**src/rtl/uart_if.sv**
```systemverilog
// Transmit-side bundle shared by the UART TX core and its host/producer.
interface uart_if #(
   parameter int DATA_WIDTH = 8
);
   logic                  sig;
   logic [DATA_WIDTH-1:0] data;
   logic                  valid;
   logic                  ready;

   modport tx   (input data, input valid, output sig, output ready);
   modport host (output data, output valid, input sig, input ready);
endinterface

```
**src/rtl/uart_tx_core.sv**
```systemverilog
// UART transmitter: valid/ready word in, start + DATA_WIDTH LSB-first bits + stop out.
// Line level and ready are decoded from registered state, so they move on the handshake edge.
module uart_tx_core #(
   parameter int DATA_WIDTH = 8,
   parameter int BAUD_RATE  = 9600,
   parameter int CLK_FREQ   = 100_000_000
) (
   input  logic clk,
   input  logic rstn,
   uart_if.tx   txif
);
   localparam int PULSE_WIDTH = CLK_FREQ / BAUD_RATE;
   localparam int CW = (PULSE_WIDTH > 1) ? $clog2(PULSE_WIDTH) : 1;
   localparam int IW = (DATA_WIDTH > 1) ? $clog2(DATA_WIDTH) : 1;
   localparam logic [CW-1:0] CNT_LAST = CW'(PULSE_WIDTH - 1);
   localparam logic [IW-1:0] IDX_LAST = IW'(DATA_WIDTH - 1);

   typedef enum logic [1:0] {IDLE, START, DATA, STOP} state_e;

   state_e                state_q, state_d;
   logic [CW-1:0]         cnt_q, cnt_d;
   logic [IW-1:0]         idx_q, idx_d;
   logic [DATA_WIDTH-1:0] shreg_q, shreg_d;
   logic                  tx_sig, tx_ready;
   logic                  bit_end;

   assign bit_end = (cnt_q == CNT_LAST);

   always_ff @(posedge clk or negedge rstn) begin
      if (!rstn) begin
         state_q <= IDLE;
         cnt_q   <= '0;
         idx_q   <= '0;
         shreg_q <= '0;
      end else begin
         state_q <= state_d;
         cnt_q   <= cnt_d;
         idx_q   <= idx_d;
         shreg_q <= shreg_d;
      end
   end

   always_comb begin
      state_d = state_q;
      cnt_d   = cnt_q;
      idx_d   = idx_q;
      shreg_d = shreg_q;
      case (state_q)
         IDLE: begin
            if (txif.valid) begin
               shreg_d = txif.data;
               cnt_d   = '0;
               idx_d   = '0;
               state_d = START;
            end
         end
         START: begin
            if (bit_end) begin
               cnt_d   = '0;
               idx_d   = '0;
               state_d = DATA;
            end else begin
               cnt_d = cnt_q + 1'b1;
            end
         end
         DATA: begin
            if (bit_end) begin
               cnt_d = '0;
               // index stops at the last bit instead of wrapping
               if (idx_q == IDX_LAST) state_d = STOP;
               else                   idx_d   = idx_q + 1'b1;
            end else begin
               cnt_d = cnt_q + 1'b1;
            end
         end
         STOP: begin
            if (bit_end) begin
               cnt_d   = '0;
               state_d = IDLE;
            end else begin
               cnt_d = cnt_q + 1'b1;
            end
         end
         default: state_d = IDLE;
      endcase
   end

   always_comb begin
      tx_sig   = 1'b1;
      tx_ready = 1'b0;
      case (state_q)
         IDLE:    tx_ready = 1'b1;
         START:   tx_sig   = 1'b0;
         DATA:    tx_sig   = shreg_q[idx_q];
         default: tx_sig   = 1'b1;
      endcase
   end

   assign txif.sig   = tx_sig;
   assign txif.ready = tx_ready;
endmodule

```
**src/flat_wrapper.sv**
```systemverilog
// flat-port wrapper written by rule: the top's interface ports become plain ports
module uart_tx_core_flat 
#(
   parameter int DATA_WIDTH = 8,
   parameter int BAUD_RATE  = 9600,
   parameter int CLK_FREQ   = 100_000_000
)
  (clk, rstn, txif_data, txif_valid, txif_sig, txif_ready);
  uart_if #(.DATA_WIDTH(DATA_WIDTH)) txif_i ();
  input  logic clk;
  input  logic rstn;
  input wire logic [$bits(txif_i.data)-1:0] txif_data;
  input wire logic [$bits(txif_i.valid)-1:0] txif_valid;
  output wire logic [$bits(txif_i.sig)-1:0] txif_sig;
  output wire logic [$bits(txif_i.ready)-1:0] txif_ready;
  assign txif_i.data = txif_data;
  assign txif_i.valid = txif_valid;
  assign txif_sig = txif_i.sig;
  assign txif_ready = txif_i.ready;
  uart_tx_core #(.DATA_WIDTH(DATA_WIDTH), .BAUD_RATE(BAUD_RATE), .CLK_FREQ(CLK_FREQ)) u_core (.clk(clk), .rstn(rstn), .txif(txif_i));
endmodule
```
**config.mk**
```make
export PLATFORM = sky130hd
export DESIGN_NAME = uart_tx_core_flat
export DESIGN_NICKNAME = d
export VERILOG_FILES = /design/src/rtl/uart_if.sv /design/src/rtl/uart_tx_core.sv /design/src/flat_wrapper.sv
export SDC_FILE = /design/constraint.sdc
export NUM_CORES = 1
export LEC_CHECK = 0
export CAP_MARGIN = 40
export CORE_MARGIN = 4
export CORE_UTILIZATION = 25
export CTS_CLUSTER_DIAMETER = 60
export DETAILED_ROUTE_END_ITERATION = 10
export SYNTH_ARGS = -nofsm -noshare
export SYNTH_HDL_FRONTEND = slang
export SYNTH_SLANG_ARGS = --single-unit
```
**constraint.sdc**
```tcl
create_clock -name clk -period 2.1 [get_ports clk]
set_input_delay 0.315 -clock clk [delete_from_list [all_inputs] [get_ports clk]]
set_output_delay 0.315 -clock clk [all_outputs]
set_load 0.005 [all_outputs]
```
## Yosys cells after proc, flatten, opt, wreduce, memory -nomap -nowiden

Index checks and enable logic that the tools add are counted.

- Register bits after elaboration: 27
- Input bits: 11

- Reductions and logical operators: 6
- Order comparisons: 1
- Multiplexer cells: 18
- Equal/unequal tests: 11
- Add/subtract/negate cells: 2

Operators with widths:

| cell | count |
|---|---|
| $mux 14 | 2 |
| $pmux 14 s2 | 1 |
| $add 14x1->14 const B | 1 |
| $eq 14x14->1 const B | 1 |
| $mux 3 | 4 |
| $mux 2 | 5 |
| $reduce_and 5->1 | 2 |
| $pmux 3 s3 | 1 |
| $ne 2x1->1 const B | 4 |
| $pmux 2 s4 | 1 |
| $eq 2x2->1 const B | 2 |
| $lt 3x4->1 const B | 1 |
| $ne 2x2->1 const B | 2 |
| $add 3x1->3 const B | 1 |
| $bmux 1 s3 | 1 |
| $eq 3x3->1 const B | 1 |
| $reduce_bool 3->1 | 1 |
| $reduce_or 3->1 | 1 |
| $eq 2x1->1 const B | 1 |
| $logic_not 2->1 | 1 |
| $mux 1 | 2 |
| $pmux 1 s2 | 1 |
| $reduce_and 2->1 | 1 |

## Longest topological paths before layout

- Depth in word-level cells: 4
- Mapped depth: 8

## Least setup slack after synthesis

Ideal clock, no wire load.

- Kind: reg2reg
- Start: reg u_core.state_q[0]
- End: reg u_core.state_q[1]
- Setup time: 0.125 ns
- Stages on the path, launching flop included: 7
- Setup slack: 0.214 ns
- Buffers on the path: 1
- Period minus slack after synthesis: 1.886 ns
- Arrival: 1.760 ns
- Cells stage by stage: dfrtp_1 inv_1 ha_1 buf_6 or3_1 a221o_1 mux2_4

- Word-level cells in the longest chain between the ends: 3

Ends and longest elaborated chain:

| element | line | source |
|---|---|---|
| start: declaration | uart_tx_core.sv:20 | `state_e state_q, state_d;` |
| start signal: assignment | uart_tx_core.sv:36 | `state_q <= state_d;` |
| $eq 2x2->1, or another cell as far along | uart_tx_core.sv:48 | `case (state_q)` |
| $ne 2x1->1 (no source line) / $ne 2x2->1 (equally long branches) | n/a |  |
| $reduce_and 5->1 (no source line) | n/a |  |

Parallel ways exist; a longest one is shown, timed or not.
A chain may end at the register's enable or synchronous reset.

## Worst setup path in the final report

- Start: reg u_core.idx_q[0]
- End: out txif_sig

- Word-level cells in the longest chain between the ends: 3

Ends and longest elaborated chain:

| element | line | source |
|---|---|---|
| start: declaration | uart_tx_core.sv:22 | `logic [IW-1:0] idx_q, idx_d;` |
| start signal: assignment | uart_tx_core.sv:38 | `idx_q <= idx_d;` |
| $bmux 1 s3 | uart_tx_core.sv:94 | `DATA: tx_sig = shreg_q[idx_q];` |
| $mux 1 (not written as such) | uart_tx_core.sv:94 |  |
| $pmux 1 s2 | uart_tx_core.sv:91 | `case (state_q)` |
| end: declaration | flat_wrapper.sv:14 | `output wire logic [$bits(txif_i.sig)-1:0] txif_sig;` |

No other way between the ends. The select of a mux whose other input is x is not followed.

==> impl_results.md <==
- Placeable core region: roughly 0.0063 mm²
- Number of iterations in the first detailed-routing pass: 4
- Number of enable-type register cells in the synthesized netlist: 0
- Worst-case clock buffer depth: 2
- Post-Route Skew: 2.61 ps
- Transition time at the pin with the least slew margin: 346 ps
- Number of global-route vias before repair: between 1000 and 1500
- Maximum resistive drop on vdd: 0.230 mV
- Number of levels the H-tree was split into: 1
- Clock slew seen by the registers of the worst setup and hold paths: 100 ps
- I/O pin count: 13
- Place WS: roughly 130 ps
- Min cycle time layout: 2000 ps
- Weighted congestion reported at the end of routability-driven placement: 0.789
- Diode insertion count for antenna repair: 0
- Flop and latch count out of synthesis: 27
- Per-cell routed wire length: 13.1 µm
- Post-route antenna net violation count: 0
- Clock latency on the worst-skew pair: about 280 ps
- Die Y: 88.4 µm
- Post-synthesis compound-gate area fraction: around 14%
- Post-synthesis cell type with the largest combined area: sky130_fd_sc_hd__dfrtp_1
- HPWL reported at the end of detailed placement: 2320 µm
- Area of combinational cells with multiple inputs: between 800 and 900 µm²
- Async set or reset register ratio after synthesis: 100%
- Arr. time, crit path: 1680 ps
- Fillcell total: around 680
- R2r endpoint: u_core.state_q[1]
- Effective utilization at floorplan: between 20% and 30%
- Worst slew margin relative to its limit: 76.9%
- Number of sinks on the clock net: 27
- Worst Setup Path Type: flip-flop to output port
- Number of max-cap violations: 0
- Footprint of the flip-flops and latches: 677 µm²
- Sort of element at the start of the critical path: flip-flop
- Synth top cells by count: sky130_fd_sc_hd__dfrtp_1, sky130_fd_sc_hd__nand2_1, sky130_fd_sc_hd__inv_1, sky130_fd_sc_hd__mux2_2
- Prevailing post-synth register cell: sky130_fd_sc_hd__dfrtp_1
- XOR/XNOR share of the synthesized area: less than 1%
- Main combinational cell family by area after synthesis: simple AND/OR/NAND/NOR gates
- Most instantiated library cell after synthesis: sky130_fd_sc_hd__dfrtp_1
- Post-synthesis sequential area ratio: roughly two fifths
- Clock tree root driver cell: sky130_fd_sc_hd__clkbuf_8
- Number of antenna violations at the first check in global routing: 0
- Fraction of final layout cells sized beyond drive strength 1: 22.4%
- Final Power: just over 1 mW
- Number of nets produced by synthesis: between 150 and 200
- Post-synthesis adder-cell area fraction: under 10%
- Cell Area, Synth: between 0.0015 and 0.002 mm²
- Post-synth cell types: 53
- Post-route DRC violation count: 0
- Placement Rows: 29
- Crit path capture type: output port
- Number of DRC markers after the initial detailed-route iteration: 71
- Status: complete, no violations
- Largest net degree at the start of global routing: 28
- Area growth from synthesis to layout: 17.7%
- GR Overflow Total: 0
- Synthesized area divided by synthesized cell count: ~11 µm²
- Number of synthesis warnings: 0
- Net count reported at finish: approximately 180
- Sum of routed wire length over all layers: around 3200 µm
- Number of instances in the synthesized netlist: 148
- Mux contribution to synthesized area: a little over an eighth
- Count of endpoints failing setup in the final report: 0
- Via-per-instance ratio: between 4 and 5
- Simple-gate area share of the yosys netlist: between 20 and 25%
- Final count of hold timing violations: 0
- RSZ-0062 raised after global routing: false
- TritonCTS clock tree: built
- Leakage: between 0.8 and 0.9 nW
- Register-to-register path setup slack: 180 ps
- Wire length of the first global-routing pass: roughly 5500 µm
- Final max-slew violation count: 0
- Final setup TNS: 0 ps
- Portion of synthesized cell area occupied by the leading cell type: a little over two fifths
- Launch instance of the worst register-to-register path: u_core.cnt_q[0]
- Worst hold-check slack: 395 ps
- # hold bufs at CTS: 0
- Post-route setup slack: a little over 100 ps
- Worst reg2reg path depth: 5
- Hold crit path type: input pin to asynchronous set/reset pin
- Largest driver fanout on the critical path: 3
- Fraction of the cycle the final worst path needs: a little over nine tenths
- Routed vias: 1201
- Number of buffers inserted during clock tree synthesis: 3
- Overall track demand over capacity in global routing: a little under 9%
- Biggest area contributors in the synthesized netlist: sky130_fd_sc_hd__dfrtp_1, sky130_fd_sc_hd__mux2_2, sky130_fd_sc_hd__ha_1, sky130_fd_sc_hd__mux4_2, sky130_fd_sc_hd__nand2_1
- Crit path required time: about 1800 ps
- Die Footprint: between 0.007 and 0.008 mm²
- Power density of the placed cells: roughly 540 mW/mm²
- Horizontal extent of the die: between 80 and 90 µm
- Highest clock frequency the design can meet: between 500 and 600 MHz
- Number of buffer cells added on primary ports: 12
[cell type report]
| type | instances | share of cell area, % |
|---|---|---|
| clock buffers | 3 | 2.17 |
| repair buffers | 19 | 9.00 |
| multi-input cells | 105 | 45.9 |
| flip-flops and latches | 27 | 35.5 |
| inverters | 10 | 1.97 |
| clock inverters | 1 | 0.394 |
| well taps | 77 | 5.06 |
[what timing repair did]
item | in CTS | in global routing
endpoints found under the setup margin | 1 | 0
hold endpoints to repair | 0 | 0
gates resized for setup | 3 | 0
setup buffers | 1 | 0
[how the worst max path moves through the flow]
| stage | start | to | depth (start not counted) |
|---|---|---|---|
| after floorplan | u_core.state_q[0] | u_core.state_q[1] | 6 |
| after global placement | u_core.idx_q[0] | txif_sig | 4 |
| after detailed placement | u_core.idx_q[0] | txif_sig | 4 |
| after CTS | u_core.idx_q[0] | txif_sig | 4 |
| after global routing | u_core.idx_q[0] | txif_sig | 4 |
| final | u_core.idx_q[0] | txif_sig | 4 |
[layer usage]
| layer | vias to the layer above | part of all wire [%] | global-route usage, % | wire length [µm] |
|---|---|---|---|---|
| met5 | - | 0 | 0 | 0 |
| met4 | 0 | 1.3 | 3.71 | 40 |
| met1 | 597 | 50 | 11.8 | 1580 |
| met3 | 2 | 1.5 | 1.21 | 47 |
| met2 | 8 | 48 | 14.7 | 1510 |
| li1 | 594 | - | - | - |
[metrics by stage]
stage                     cell area (µm²)  instances  util [%]
after CTS                            1900        242      30.2
after floorplan                      1620        148         -
after global routing                 1900        242      30.2
final                                1900        242      30.2
after global placement               1850        237      29.2
after detailed placement             1850        237      29.2
[placed cells by master, fill, tap and decap left out, types with 3 or more instances in the layout]
master,netlist,final
sky130_fd_sc_hd__dfrtp_1,27,26
sky130_fd_sc_hd__nand2_1,11,11
sky130_fd_sc_hd__clkdlybuf4s50_1,0,11
sky130_fd_sc_hd__inv_1,9,9
sky130_fd_sc_hd__mux2_2,9,9
sky130_fd_sc_hd__nand3_1,7,7
sky130_fd_sc_hd__buf_4,0,7
sky130_fd_sc_hd__a31oi_1,6,6
sky130_fd_sc_hd__ha_1,7,6
sky130_fd_sc_hd__nand4_1,5,5
sky130_fd_sc_hd__mux2i_1,4,4
sky130_fd_sc_hd__o211ai_1,3,3
sky130_fd_sc_hd__clkbuf_8,0,3
[worst max-delay path, stage by stage (launching register included)]
cell,delay (ps)
sky130_fd_sc_hd__dfrtp_2,410
sky130_fd_sc_hd__mux4_2,500
sky130_fd_sc_hd__mux2i_1,150
sky130_fd_sc_hd__mux2i_1,90
sky130_fd_sc_hd__dlygate4sd2_1,270
[power breakdown]
group          internal, mW  switching (mW)  total [mW]
registers             0.544          0.0427       0.586
clock network         0.135           0.178       0.313
logic                0.0630          0.0641       0.127
total                 0.742           0.285        1.03
[logic make-up after synthesis]
| group | count (synthesis) |
|---|---|
| adders and majority gates | 7 |
| buffers and inverters | 16 |
| AOI/OAI and AO/OA | 30 |
| and+or+nand+nor | 50 |
| muxes | 17 |
| xor gates and xnor gates | 1 |
| DFF | 27 |
[flip-flops by register name, summed over array words and instances, names as in the netlist]
name            cells
u_core.state_q      2
u_core.cnt_q       14
u_core.idx_q        3
u_core.shreg_q      8
No activity file was read; power rests on OpenSTA's default activity.
